$ cat src/rtl/md_pkg.sv
// Shared definitions for the HI/LO multiply-divide sequencer: op classes,
// core op encodings, FSM states and default latencies.
package md_pkg;

  localparam int unsigned MD_MUL_LAT = 5;
  localparam int unsigned MD_DIV_LAT = 10;
  localparam int unsigned MD_CNT_W   = 4;
  localparam int unsigned HL_OP_W    = 4;
  localparam int unsigned CORE_OP_W  = 2;

  // HI/LO op classes as decoded in E; 9..15 behave as HL_NONE
  localparam logic [HL_OP_W-1:0] HL_NONE  = 4'd0;
  localparam logic [HL_OP_W-1:0] HL_MULT  = 4'd1;
  localparam logic [HL_OP_W-1:0] HL_MULTU = 4'd2;
  localparam logic [HL_OP_W-1:0] HL_DIV   = 4'd3;
  localparam logic [HL_OP_W-1:0] HL_DIVU  = 4'd4;
  localparam logic [HL_OP_W-1:0] HL_MFHI  = 4'd5;
  localparam logic [HL_OP_W-1:0] HL_MFLO  = 4'd6;
  localparam logic [HL_OP_W-1:0] HL_MTHI  = 4'd7;
  localparam logic [HL_OP_W-1:0] HL_MTLO  = 4'd8;

  localparam logic [CORE_OP_W-1:0] CORE_MULT  = 2'd0;
  localparam logic [CORE_OP_W-1:0] CORE_MULTU = 2'd1;
  localparam logic [CORE_OP_W-1:0] CORE_DIV   = 2'd2;
  localparam logic [CORE_OP_W-1:0] CORE_DIVU  = 2'd3;

  localparam logic [1:0] RD_NONE = 2'd0;
  localparam logic [1:0] RD_HI   = 2'd1;
  localparam logic [1:0] RD_LO   = 2'd2;

  typedef enum logic [1:0] {
    ST_IDLE   = 2'd0,
    ST_RUN    = 2'd1,
    ST_COMMIT = 2'd2
  } md_state_e;

endpackage

$ cat src/rtl/md_sched_if.sv
// E-stage / D-stage / core-facing signal bundle of the multiply-divide sequencer.
interface md_sched_if #(
  parameter int unsigned CNT_W = md_pkg::MD_CNT_W
);
  logic             e_valid;
  logic [3:0]       e_op;
  logic             d_is_md;
  logic             core_start;
  logic [1:0]       core_op;
  logic             commit;
  logic             we_hi;
  logic             we_lo;
  logic [1:0]       rd_sel;
  logic             busy;
  logic             stall_d;
  logic [CNT_W-1:0] remain;

  // master: pipeline/core side; slave: the sequencer
  modport master (
    output e_valid, e_op, d_is_md,
    input  core_start, core_op, commit, we_hi, we_lo, rd_sel, busy, stall_d, remain
  );

  modport slave (
    input  e_valid, e_op, d_is_md,
    output core_start, core_op, commit, we_hi, we_lo, rd_sel, busy, stall_d, remain
  );
endinterface

$ cat src/rtl/md_lat_counter.sv
// Loadable down-counter; zero_c flags that the value after this cycle's update is 0.
module md_lat_counter #(
  parameter int unsigned CNT_W = md_pkg::MD_CNT_W
) (
  input  logic             clk,
  input  logic             reset,
  input  logic             load,
  input  logic [CNT_W-1:0] load_val,
  input  logic             dec,
  output logic [CNT_W-1:0] count,
  output logic             zero_c
);

  logic [CNT_W-1:0] cnt_q;
  logic [CNT_W-1:0] cnt_d;

  // load wins over decrement; decrement saturates at 0
  always_comb begin
    cnt_d = cnt_q;
    if (load) begin
      cnt_d = load_val;
    end else if (dec && (cnt_q != '0)) begin
      cnt_d = cnt_q - CNT_W'(1);
    end
    zero_c = (cnt_d == '0);
  end

  always_ff @(posedge clk) begin
    if (reset) begin
      cnt_q <= '0;
    end else begin
      cnt_q <= cnt_d;
    end
  end

  assign count = cnt_q;

endmodule

$ cat src/rtl/md_sched.sv
// HI/LO multiply-divide sequencer: issues core ops, times the fixed latency,
// commits into HI/LO and stalls D while the unit is occupied.
module md_sched
  import md_pkg::*;
#(
  parameter int unsigned MUL_LAT = MD_MUL_LAT,
  parameter int unsigned DIV_LAT = MD_DIV_LAT,
  parameter int unsigned CNT_W   = MD_CNT_W
) (
  input  logic       clk,
  input  logic       reset,
  md_sched_if.slave  md
);

  localparam logic [CNT_W-1:0] MUL_LOAD = CNT_W'(MUL_LAT - 2);
  localparam logic [CNT_W-1:0] DIV_LOAD = CNT_W'(DIV_LAT - 2);
  localparam logic [CNT_W-1:0] MUL_REM0 = CNT_W'(MUL_LAT - 1);
  localparam logic [CNT_W-1:0] DIV_REM0 = CNT_W'(DIV_LAT - 1);

  md_state_e        state_q;
  md_state_e        state_d;
  logic             idle;
  logic             is_arith;
  logic             is_div;
  logic             issue;
  logic             cnt_dec;
  logic [CNT_W-1:0] cnt_load_val;
  logic [CNT_W-1:0] cnt_val;
  logic             cnt_zero;

  // Issue decode; ops arriving while not idle are ignored
  always_comb begin
    idle         = (state_q == ST_IDLE);
    is_arith     = (md.e_op >= HL_MULT) && (md.e_op <= HL_DIVU);
    is_div       = (md.e_op == HL_DIV) || (md.e_op == HL_DIVU);
    issue        = !reset && md.e_valid && is_arith && idle;
    cnt_dec      = (state_q == ST_RUN);
    cnt_load_val = is_div ? DIV_LOAD : MUL_LOAD;
  end

  md_lat_counter #(
    .CNT_W (CNT_W)
  ) u_lat_counter (
    .clk      (clk),
    .reset    (reset),
    .load     (issue),
    .load_val (cnt_load_val),
    .dec      (cnt_dec),
    .count    (cnt_val),
    .zero_c   (cnt_zero)
  );

  // Next state and decoded outputs; everything is held at 0 during reset
  always_comb begin
    state_d       = state_q;
    md.core_start = 1'b0;
    md.core_op    = CORE_MULT;
    md.commit     = 1'b0;
    md.we_hi      = 1'b0;
    md.we_lo      = 1'b0;
    md.rd_sel     = RD_NONE;
    md.busy       = 1'b0;
    md.stall_d    = 1'b0;
    md.remain     = '0;

    unique case (state_q)
      ST_IDLE:   if (issue) state_d = cnt_zero ? ST_COMMIT : ST_RUN;
      ST_RUN:    if (cnt_zero) state_d = ST_COMMIT;
      ST_COMMIT: state_d = ST_IDLE;
      default:   state_d = ST_IDLE;
    endcase

    if (!reset) begin
      md.core_start = issue;
      if (issue) begin
        case (md.e_op)
          HL_MULT:  md.core_op = CORE_MULT;
          HL_MULTU: md.core_op = CORE_MULTU;
          HL_DIV:   md.core_op = CORE_DIV;
          HL_DIVU:  md.core_op = CORE_DIVU;
          default:  md.core_op = CORE_MULT;
        endcase
        md.remain = is_div ? DIV_REM0 : MUL_REM0;
      end else if (state_q == ST_RUN) begin
        md.remain = cnt_val;
      end

      md.commit  = (state_q == ST_COMMIT);
      md.we_hi   = md.e_valid && idle && (md.e_op == HL_MTHI);
      md.we_lo   = md.e_valid && idle && (md.e_op == HL_MTLO);
      if (md.e_valid && idle && (md.e_op == HL_MFHI)) md.rd_sel = RD_HI;
      if (md.e_valid && idle && (md.e_op == HL_MFLO)) md.rd_sel = RD_LO;
      md.busy    = issue || !idle;
      md.stall_d = md.d_is_md && (issue || !idle);
    end
  end

  always_ff @(posedge clk) begin
    if (reset) begin
      state_q <= ST_IDLE;
    end else begin
      state_q <= state_d;
    end
  end

endmodule
$ cat src/flat_wrapper.sv
// flat-port wrapper written by rule: the top's interface ports become plain ports
module md_sched_flat import md_pkg::*;
#(
  parameter int unsigned MUL_LAT = MD_MUL_LAT,
  parameter int unsigned DIV_LAT = MD_DIV_LAT,
  parameter int unsigned CNT_W   = MD_CNT_W
)
  (clk, reset, md_e_valid, md_e_op, md_d_is_md, md_core_start, md_core_op, md_commit, md_we_hi, md_we_lo, md_rd_sel, md_busy, md_stall_d, md_remain);
  md_sched_if #(.CNT_W(CNT_W)) md_i ();
  input  logic clk;
  input  logic reset;
  input wire logic [$bits(md_i.e_valid)-1:0] md_e_valid;
  input wire logic [$bits(md_i.e_op)-1:0] md_e_op;
  input wire logic [$bits(md_i.d_is_md)-1:0] md_d_is_md;
  output wire logic [$bits(md_i.core_start)-1:0] md_core_start;
  output wire logic [$bits(md_i.core_op)-1:0] md_core_op;
  output wire logic [$bits(md_i.commit)-1:0] md_commit;
  output wire logic [$bits(md_i.we_hi)-1:0] md_we_hi;
  output wire logic [$bits(md_i.we_lo)-1:0] md_we_lo;
  output wire logic [$bits(md_i.rd_sel)-1:0] md_rd_sel;
  output wire logic [$bits(md_i.busy)-1:0] md_busy;
  output wire logic [$bits(md_i.stall_d)-1:0] md_stall_d;
  output wire logic [$bits(md_i.remain)-1:0] md_remain;
  assign md_i.e_valid = md_e_valid;
  assign md_i.e_op = md_e_op;
  assign md_i.d_is_md = md_d_is_md;
  assign md_core_start = md_i.core_start;
  assign md_core_op = md_i.core_op;
  assign md_commit = md_i.commit;
  assign md_we_hi = md_i.we_hi;
  assign md_we_lo = md_i.we_lo;
  assign md_rd_sel = md_i.rd_sel;
  assign md_busy = md_i.busy;
  assign md_stall_d = md_i.stall_d;
  assign md_remain = md_i.remain;
  md_sched #(.MUL_LAT(MUL_LAT), .DIV_LAT(DIV_LAT), .CNT_W(CNT_W)) u_core (.clk(clk), .reset(reset), .md(md_i));
endmodule
$ cat config.mk
export PLATFORM = sky130hd
export DESIGN_NAME = md_sched_flat
export DESIGN_NICKNAME = d
export VERILOG_FILES = /design/src/rtl/md_pkg.sv /design/src/rtl/md_sched_if.sv /design/src/rtl/md_lat_counter.sv /design/src/rtl/md_sched.sv /design/src/flat_wrapper.sv
export SDC_FILE = /design/constraint.sdc
export NUM_CORES = 1
export LEC_CHECK = 0
export ABC_AREA = 1
export CAP_MARGIN = 15
export CORE_MARGIN = 5
export CORE_UTILIZATION = 37
export DETAILED_ROUTE_END_ITERATION = 8
export GPL_ROUTABILITY_DRIVEN = 0
export HOLD_SLACK_MARGIN = 0.05
export PLACE_DENSITY = 0.72
export SYNTH_ARGS = -nofsm -noshare
export SYNTH_HDL_FRONTEND = slang
export SYNTH_SLANG_ARGS = --single-unit
$ cat constraint.sdc
create_clock -name clk -period 1.8 [get_ports clk]
set_clock_uncertainty 0.15 [all_clocks]
set_input_delay 0.54 -clock clk [delete_from_list [all_inputs] [get_ports clk]]
set_output_delay 0.54 -clock clk [all_outputs]
set_load 0.01 [all_outputs]
==> out/qor.yml, run 1 <==
status: "stopped before the end"
stop_stage: "global routing"
error_line: "[ERROR DPL-0033] detailed placement checks failed during check placement."
fp.dieW_um: 48.44
portBuffers: 21
rows: 13
avgSynthCellArea_um2: 5.879
antenna_found_initial: 0
root_buffer: "clkbuf_4"
clk_path_buf_depth: 2
syn_area_um2: 546.8
holdBufCountCts: 0
io_pins: 22
start_util_pct: 40.50
dp_hpwl_um: 1640
grt_worst_setup_endpoint: "md_remain[2]"
dpl_worst_slack_ns: -1.338
syn_inst: 93
yosysTopAreaCellShare_pct: 21.97
worst-ep-kind: "top-level output"
synth_cell_type_count: 17
post_dp_cell_area_um2: 1013
ys_warn_count: 0
fp.dieH_um: 48.44
grt_max_degree: 7
clock_sinks: 6
cts_made_buffers: 3
h-tree-depth: 1
ys_ff_latch: 6
yosysTopAreaCell: "dfxtp_1"
seq_area_frac_synth_pct: 21.97
synthTopCellsByArea: "dfxtp_1 (22%), nand2_1 (18%), inv_1 (8.2%)"
synth_nets: 102
[cell usage after synthesis]
| master | instances |
|---|---|
| nand3_2 | 3 |
| inv_1 | 12 |
| nor3_2 | 1 |
| dfxtp_1 | 6 |
| nand4_2 | 1 |
| o21ai_0 | 2 |
| nor3_1 | 6 |
| inv_2 | 4 |
| nand4_1 | 1 |
| nor2_4 | 2 |
| nand3b_1 | 1 |
| nand2_1 | 26 |
| nor2_1 | 10 |
| a21oi_1 | 6 |
| ha_1 | 1 |
| nand3_1 | 7 |
| nand2_2 | 4 |
[logic make-up after synthesis]
logic type	after synthesis	synth area share, %
flip-flops	6	21.97
AND/OR/NAND/NOR	62	57.44
buffers and inverters	16	10.98
adder cells (fa/ha/maj)	1	2.288
AO/OA/AOI/OAI	8	7.323
[what timing repair did]
item / CTS
pin swaps: 17
gates resized for setup: 120
buffers inserted: 8
endpoints found under the setup margin: 20
[stage by stage]
stage                     util (%)  instances  setup TNS (ns)
after CTS                    85.45        163          -4.096
after floorplan                  -         93         -0.6102
after global placement       75.07        153          -19.10
after detailed placement     75.07        153          -19.90
==> run 2: changes to the inputs <==
--- a/config.mk
+++ b/config.mk
@@ -7,12 +7,11 @@
 export LEC_CHECK = 0
 export ABC_AREA = 1
 export CAP_MARGIN = 15
-export CORE_MARGIN = 5
-export CORE_UTILIZATION = 37
+export CORE_AREA = 5 5 66 68
 export DETAILED_ROUTE_END_ITERATION = 8
+export DIE_AREA = 0 0 71 73
 export GPL_ROUTABILITY_DRIVEN = 0
-export HOLD_SLACK_MARGIN = 0.05
-export PLACE_DENSITY = 0.72
+export PLACE_DENSITY_LB_ADDON = 0.15
 export SYNTH_ARGS = -nofsm -noshare
 export SYNTH_HDL_FRONTEND = slang
 export SYNTH_SLANG_ARGS = --single-unit
==> constraint.sdc (replaced) <==
create_clock -name clk -period 2.35 [get_ports clk]
set_clock_uncertainty 0.15 [all_clocks]
set_input_delay 0.705 -clock clk [delete_from_list [all_inputs] [get_ports clk]]
set_output_delay 0.705 -clock clk [all_outputs]
set_load 0.01 [all_outputs]
==> run 2 against run 1 <==
- the flow now finishes, with violations (setup timing)
- synthesized area unchanged
- synthesized cell count did not move
==> out/qor.yml, run 2 <==
viasPerCell: 3.908
synthTopCellsByArea: "dfxtp_1 (22%), nand2_1 (18%), inv_1 (8.2%)"
avgSynthCellArea_um2: 5.879  # unchanged
vias: 805
pwr-share-comb_pct: 38.5
gr-total-overflow: 0
p_switching_uw: 122.8
clk_path_buf_depth: 2  # unchanged
rsz0062_at_grt: "true"
wl_met1_um: 889
cap_viol_max_count: 0
drc: 0
yosysTopAreaCellShare_pct: 21.97  # unchanged
p_int_uw: 301.4
finalPower_uw: 424.3
fmax_mhz: 396.2
track_usage_pct: 9.221
topRoutingLayerUsed: "met4"
r2r_cells: 14
antenna_found_initial: 0
final_cell_mix: "buf_4 (30), nand2_1 (20), buf_6 (13), buf_2 (10), inv_1 (8)"
synth_top_family_by_area: "simple AND/OR/NAND/NOR gates"
wirelength_um: 2213
violations: "setup timing"
synthMuxAreaShare_pct: 0  # unchanged
syn2layout_area_growth_pct: 138.9
clk-insertion-delay-late_ns: 0.22
crit_arrival_ns: 1.67
dieArea_um2: 5183
final_cells: 206
ys_warn_count: 0  # unchanged
ys_ff_latch: 6  # unchanged
cts_made_buffers: 3  # unchanged
yosysTopAreaCell: "dfxtp_1"
clkPwrFrac_pct: 35.9
dp_hpwl_um: 1643  # +0.13%
grt_max_degree: 7
fp.dieH_um: 73  # +51%
clock_sinks: 6  # unchanged
syn_inst: 93  # unchanged
path_class: "in -> out"
root_buffer: "clkbuf_8"
seq_area_frac_synth_pct: 21.97  # unchanged
cts.clk_slew.worst_paths_ns: 0.04
async_flop_share_pct: 0  # unchanged
r2r_slack_ns: 0.30
syn_area_um2: 546.8  # unchanged
post_dp_cell_area_um2: 989.7  # -2.3%
synthXorXnorAreaFrac_pct: 0  # unchanged
p_per_area_nw_per_um2: 324.8
worstHoldPathType: "reg -> reg"
hold_viol_final: 0
fp.dieW_um: 71  # +47%
synth_edf_count: 0  # unchanged
cts_tree: "done"
start_util_pct: 14.39  # -26 points
r2r-start: "u_core.state_q[0]$_SDFFE_PP0P_"
path_max_fanout: 4
io_pins: 22  # unchanged
final_nets: 167
antenna_cells: 0
grt_pass1_wl_um: 3753
end_kind: "output port"
yosys.area_share.simple_pct: 57.44  # unchanged
hp-start: "u_core.u_lat_counter.count[0]$_SDFF_PP0_"
drive_gt1_share_pct: 62.82
post-synth-top-count-cell: "nand2_1"
largest_reg_flops: 4
firstDrtPassIters: 4
timing.final.crit_share_pct: 107.4
final_common_cell: "buf_4"
crit_required_ns: 1.49
netSwitchingFraction_pct: 28.96
grt_pass1_vias: 851
ant_nets: 0
rows: 23  # +10
synth_common_cells: "nand2_1 (26), inv_1 (12), nor2_1 (10), nand3_1 (7)"
wl_per_cell_um: 10.74
synth_compound_area_share_pct: 7.323  # unchanged
holdBufCountCts: 0  # unchanged
status: "finished with violations"
dpl.cell_count: 184  # +20%
synth_cell_type_count: 17  # unchanged
min_period_ns: 2.524
ys.flop_type: "dfxtp_1"
yosys.area_share.adder_pct: 2.288  # unchanged
layout_setup_ws_ns: -0.1741
leakage_uw: 0.0006517
min_path_cells: 4
finalMaxSlewViolations: 0
drt_iter0_markers: 20
hold_end: "u_core.u_lat_counter.count[0]$_SDFF_PP0_"
dr_wl_met3_um: 99
p_seq_share_pct: 25.6
cp-start-kind: "input pin"
tightest_slew_ns: 0.1518
finalSetupViolCount: 11
slew_headroom_pct: 89.77
vdd_drop_max_mv: 0.1226
synth_nets: 102  # unchanged
core_area_um2: 3799
portBuffers: 21  # unchanged
postLayoutCellArea_um2: 1306
h-tree-depth: 1  # unchanged
reg2reg_to: "u_core.state_q[0]$_SDFFE_PP0P_"
dr_wl_met2_um: 1204
## run 2: cell counts after synthesis
Identical to the previous run, type by type.
## run 2: layout make-up
| type | instances | area [um^2] |
|---|---|---|
| well taps | 50 | 62.56 |
| inverters | 16 | 70.07 |
| clock buffers | 3 | 41.29 |
| multi-input cells | 71 | 498.0 |
| repair buffers | 60 | 514.2 |
| fillers | 440 | 2492 |
| flip-flops and latches | 6 | 120.1 |
## run 2: cells by family after synthesis
family / Yosys count
AO/OA/AOI/OAI: 8
adder cells (fa/ha/maj): 1
buffers and inverters: 16
flip-flops: 6
AND/OR/NAND/NOR: 62
## run 2: metal layers
metal	global-route usage (%)	up-vias
met1	9.778	359
met2	17.40	21
li1	-	423
met4	5.010	0
met5	0	-
met3	1.377	2
## run 2: critical path, stage by stage
cell and delay, ns:
buf_6 0.11, nor2_4 0.13, nand2_2 0.11, nand3_4 0.10, nand2_4 0.06, nand2_4 0.07, inv_4 0.05, buf_4 0.12
buf_6 0.10, buf_6 0.11
## run 2: what timing repair did
| action | CTS | global route |
|---|---|---|
| pin swaps | 16 | 16 |
| setup buffers | 17 | 8 |
| setup endpoints to repair | 14 | 15 |
| gates resized for setup | 114 | 23 |
## run 2: worst max-delay path by stage
stage	from	endpoint	slack [ns]	depth (start not counted)
finish	md_e_op[1]	md_busy	-0.17	10
global route	reset	md_remain[0]	-0.24	10
floorplan	md_e_op[0]	md_remain[2]	0.007	9
global placement	md_e_op[3]	md_remain[0]	-1.05	10
detailed placement	md_e_op[3]	md_remain[3]	-1.10	10
CTS	reset	md_remain[3]	-0.21	11
## run 2: power by group through the flow
stage               Sequential (uW)  Clock (uW)  Combinational, uW
floorplan                       110           0               53.1
global placement                110           0                115
detailed placement              110           0                115
CTS                             109         157                144
global route                    109         162                179
finish                          109         152                163
## run 2: metrics by stage
step / TNS [ns] / utilization, % / hold slack, ns / worst slack (ns)
finish: -1.063 / 34.39 / 0.4552 / -0.1741
global route: -1.744 / 34.39 / 0.4911 / -0.2372
CTS: -1.404 / 31.79 / 0.4572 / -0.2089
detailed placement: -12.95 / 26.05 / 0.4534 / -1.096
global placement: -12.75 / 26.05 / 0.4503 / -1.051
floorplan: 0 / - / 0.3895 / 0.006985
No activity file was read; power rests on OpenSTA's default activity.
==> run 3: changes to the inputs <==
==> constraint.sdc (replaced) <==
create_clock -name clk -period 2.2 [get_ports clk]
set_clock_uncertainty 0.15 [all_clocks]
set_input_delay 0.66 -clock clk [delete_from_list [all_inputs] [get_ports clk]]
set_output_delay 0.66 -clock clk [all_outputs]
set_load 0.01 [all_outputs]
==> run 3 against run 2 <==
- the run still ends with setup timing left
- cell count decreased by 0.97%
- total power increased by 7.2%
- clock power increased by 11%
- sequential power increased by 6%
- flip-flop and latch count unchanged
- die area unchanged
- final area decreased by 2.8%
- highest routed layer unchanged
==> out/qor.yml, run 3 (synthesis results as in run 2) <==
status: "finished with violations"
violations: "setup timing"
multi_input_area_um2: 491.7  # -1.3%
slew_headroom_pct: 82.63  # -7.1 points
cts_tree: "done"
portBuffers: 21  # unchanged
finalMaxSlewViolations: 0  # unchanged
tightest_slew_ns: 0.2602  # +0.1084 ns
max_stage_delay_ns: 0.14  # about the same
fp.dieH_um: 73  # unchanged
h-tree-depth: 1  # unchanged
rows: 23  # unchanged
fmax_mhz: 403.6
cap_viol_max_count: 0  # unchanged
cts.clk_slew.worst_paths_ns: 0.04  # about the same
grt_max_degree: 7  # unchanged
timing.final.crit_share_pct: 112.6
final.setup.tns_ns: -2.285  # -1.222 ns
ant_nets: 0  # unchanged
clock_sinks: 6  # unchanged
track_usage_pct: 9.450  # +0.23 points
rsz0062_at_grt: "true"
start_util_pct: 14.39  # unchanged
p_per_area_nw_per_um2: 358.1  # +10%
antenna_cells: 0  # unchanged
final_cell_mix: "buf_4 (31), nand2_1 (22), buf_2 (12), buf_6 (10), inv_1 (9)"
core_area_um2: 3799  # unchanged
finalSetupViolCount: 12  # +1
final_nets: 165  # -1.2%
crit_required_ns: 1.39  # -0.10 ns
hold_viol_final: 0  # unchanged
holdBufCountCts: 0  # unchanged
path_class: "in -> out"
fillers: 409  # -7.0%
wirelength_um: 2169  # -2.0%
crit_top_cell: "nand3_4"
drt_iter0_markers: 50  # +150%
clk-insertion-delay-late_ns: 0.22  # about the same
viasPerCell: 3.912  # +0.10%
cts_made_buffers: 3  # unchanged
wl_per_cell_um: 10.63  # -1.0%
timing.hold.ws_ns: 0.5589  # +0.1037 ns
leakage_uw: 0.0006269  # -3.8%
dpl_worst_slack_ns: -1.161  # -0.06473 ns
cp-start-kind: "input pin"
grt_pass1_vias: 827  # -2.8%
cp_slowest_cell: "buf_2"
syn2layout_area_growth_pct: 132.3
io_pins: 22  # unchanged
vias: 798  # -0.87%
antenna_found_initial: 0  # unchanged
root_buffer: "clkbuf_8"
largest_reg_flops: 4  # unchanged
seq_area_um2: 120.1  # unchanged
clk_path_buf_depth: 2  # unchanged
vdd_drop_max_mv: 0.1204  # -1.8%
gr-total-overflow: 0  # unchanged
end_kind: "output port"
fp.dieW_um: 71  # unchanged
drc: 0  # unchanged
final_common_cell: "buf_4"
crit_arrival_ns: 1.67  # about the same
min_period_ns: 2.478
layout_setup_ws_ns: -0.2777  # -0.1036 ns
worstHoldPathType: "reg -> reg"
dp_hpwl_um: 1759  # +7.1%
path_max_fanout: 3  # -1
crit_path_cell_trace: "buf_8, buf_4, nor2_4, nand3_4, nand2_2, nand2_4, inv_4, nand3_4, a21oi_2, buf_2"
cp_top_family: "buffers and inverters"
drive_gt1_share_pct: 61.69  # -1.1 points
dieArea_um2: 5183  # unchanged
firstDrtPassIters: 4  # unchanged
path_buf_inv: 4  # -1
grt_pass1_wl_um: 3850  # +2.6%
## run 3: routing by layer
metal	up-vias	track usage, %	routed length [um]
met1	358	10.76	906
li1	417	-	-
met3	6	2.479	78
met2	17	16.58	1129
met5	-	0	0
met4	0	4.175	54
## run 3: layout make-up
| class | instances | share of cell area (%) |
|---|---|---|
| Multi-Input combinational cell | 71 | 38.72 |
| Timing Repair Buffer | 58 | 37.54 |
| Sequential cell | 6 | 9.458 |
| Inverter | 16 | 6.108 |
| Tap cell | 50 | 4.926 |
| Clock buffer | 3 | 3.251 |
## run 3: path summary, 6_finish.rpt
check | from | end | slack [ns] | cells after the start
worst max-delay path | md_e_op[3] | md_remain[0] | -0.28 | 10
worst min-delay path | u_core.u_lat_counter.count[0]$_SDFF_PP0_ | u_core.state_q[1]$_SDFFE_PP0P_ | 0.56 | 5
worst min register to register | u_core.u_lat_counter.count[0]$_SDFF_PP0_ | u_core.state_q[1]$_SDFFE_PP0P_ | 0.56 | 5
worst max register to register | u_core.u_lat_counter.count[0]$_SDFF_PP0_ | u_core.state_q[0]$_SDFFE_PP0P_ | 0.49 | 11
## run 3: power breakdown
part           internal, uW  switching, uW
Sequential              113           3.03
Combinational          87.2           83.5
Clock                   118           49.8
Total                   318            136
## run 3: worst register-to-register path: cells and delay by family, from the launching register on
family	cells	cell delay, ns
adders and majority gates	1	0.22
and+or+nand+nor	8	0.71
buffers and inverters	2	0.22
DFF	1	0.31
## run 3: through the flow
| step | instances | total power [uW] | util [%] | cell area (um^2) |
|---|---|---|---|---|
| after floorplan | 93 | 178.3 | - | 598.1 |
| after global routing | 204 | 483.1 | 33.43 | 1270 |
| after detailed placement | 191 | 255.1 | 28.26 | 1074 |
| after CTS | 201 | 447.9 | 31.75 | 1206 |
| after global placement | 191 | 254.5 | 28.26 | 1074 |
| final | 204 | 454.8 | 33.43 | 1270 |
## run 3: what timing repair did
action / CTS / global route
gates cloned: 0 / 0
endpoints found under the hold margin: 0 / 0
gates resized for setup: 107 / 14
setup endpoints to repair: 20 / 13
pin swaps: 15 / 12
setup buffers: 8 / 4
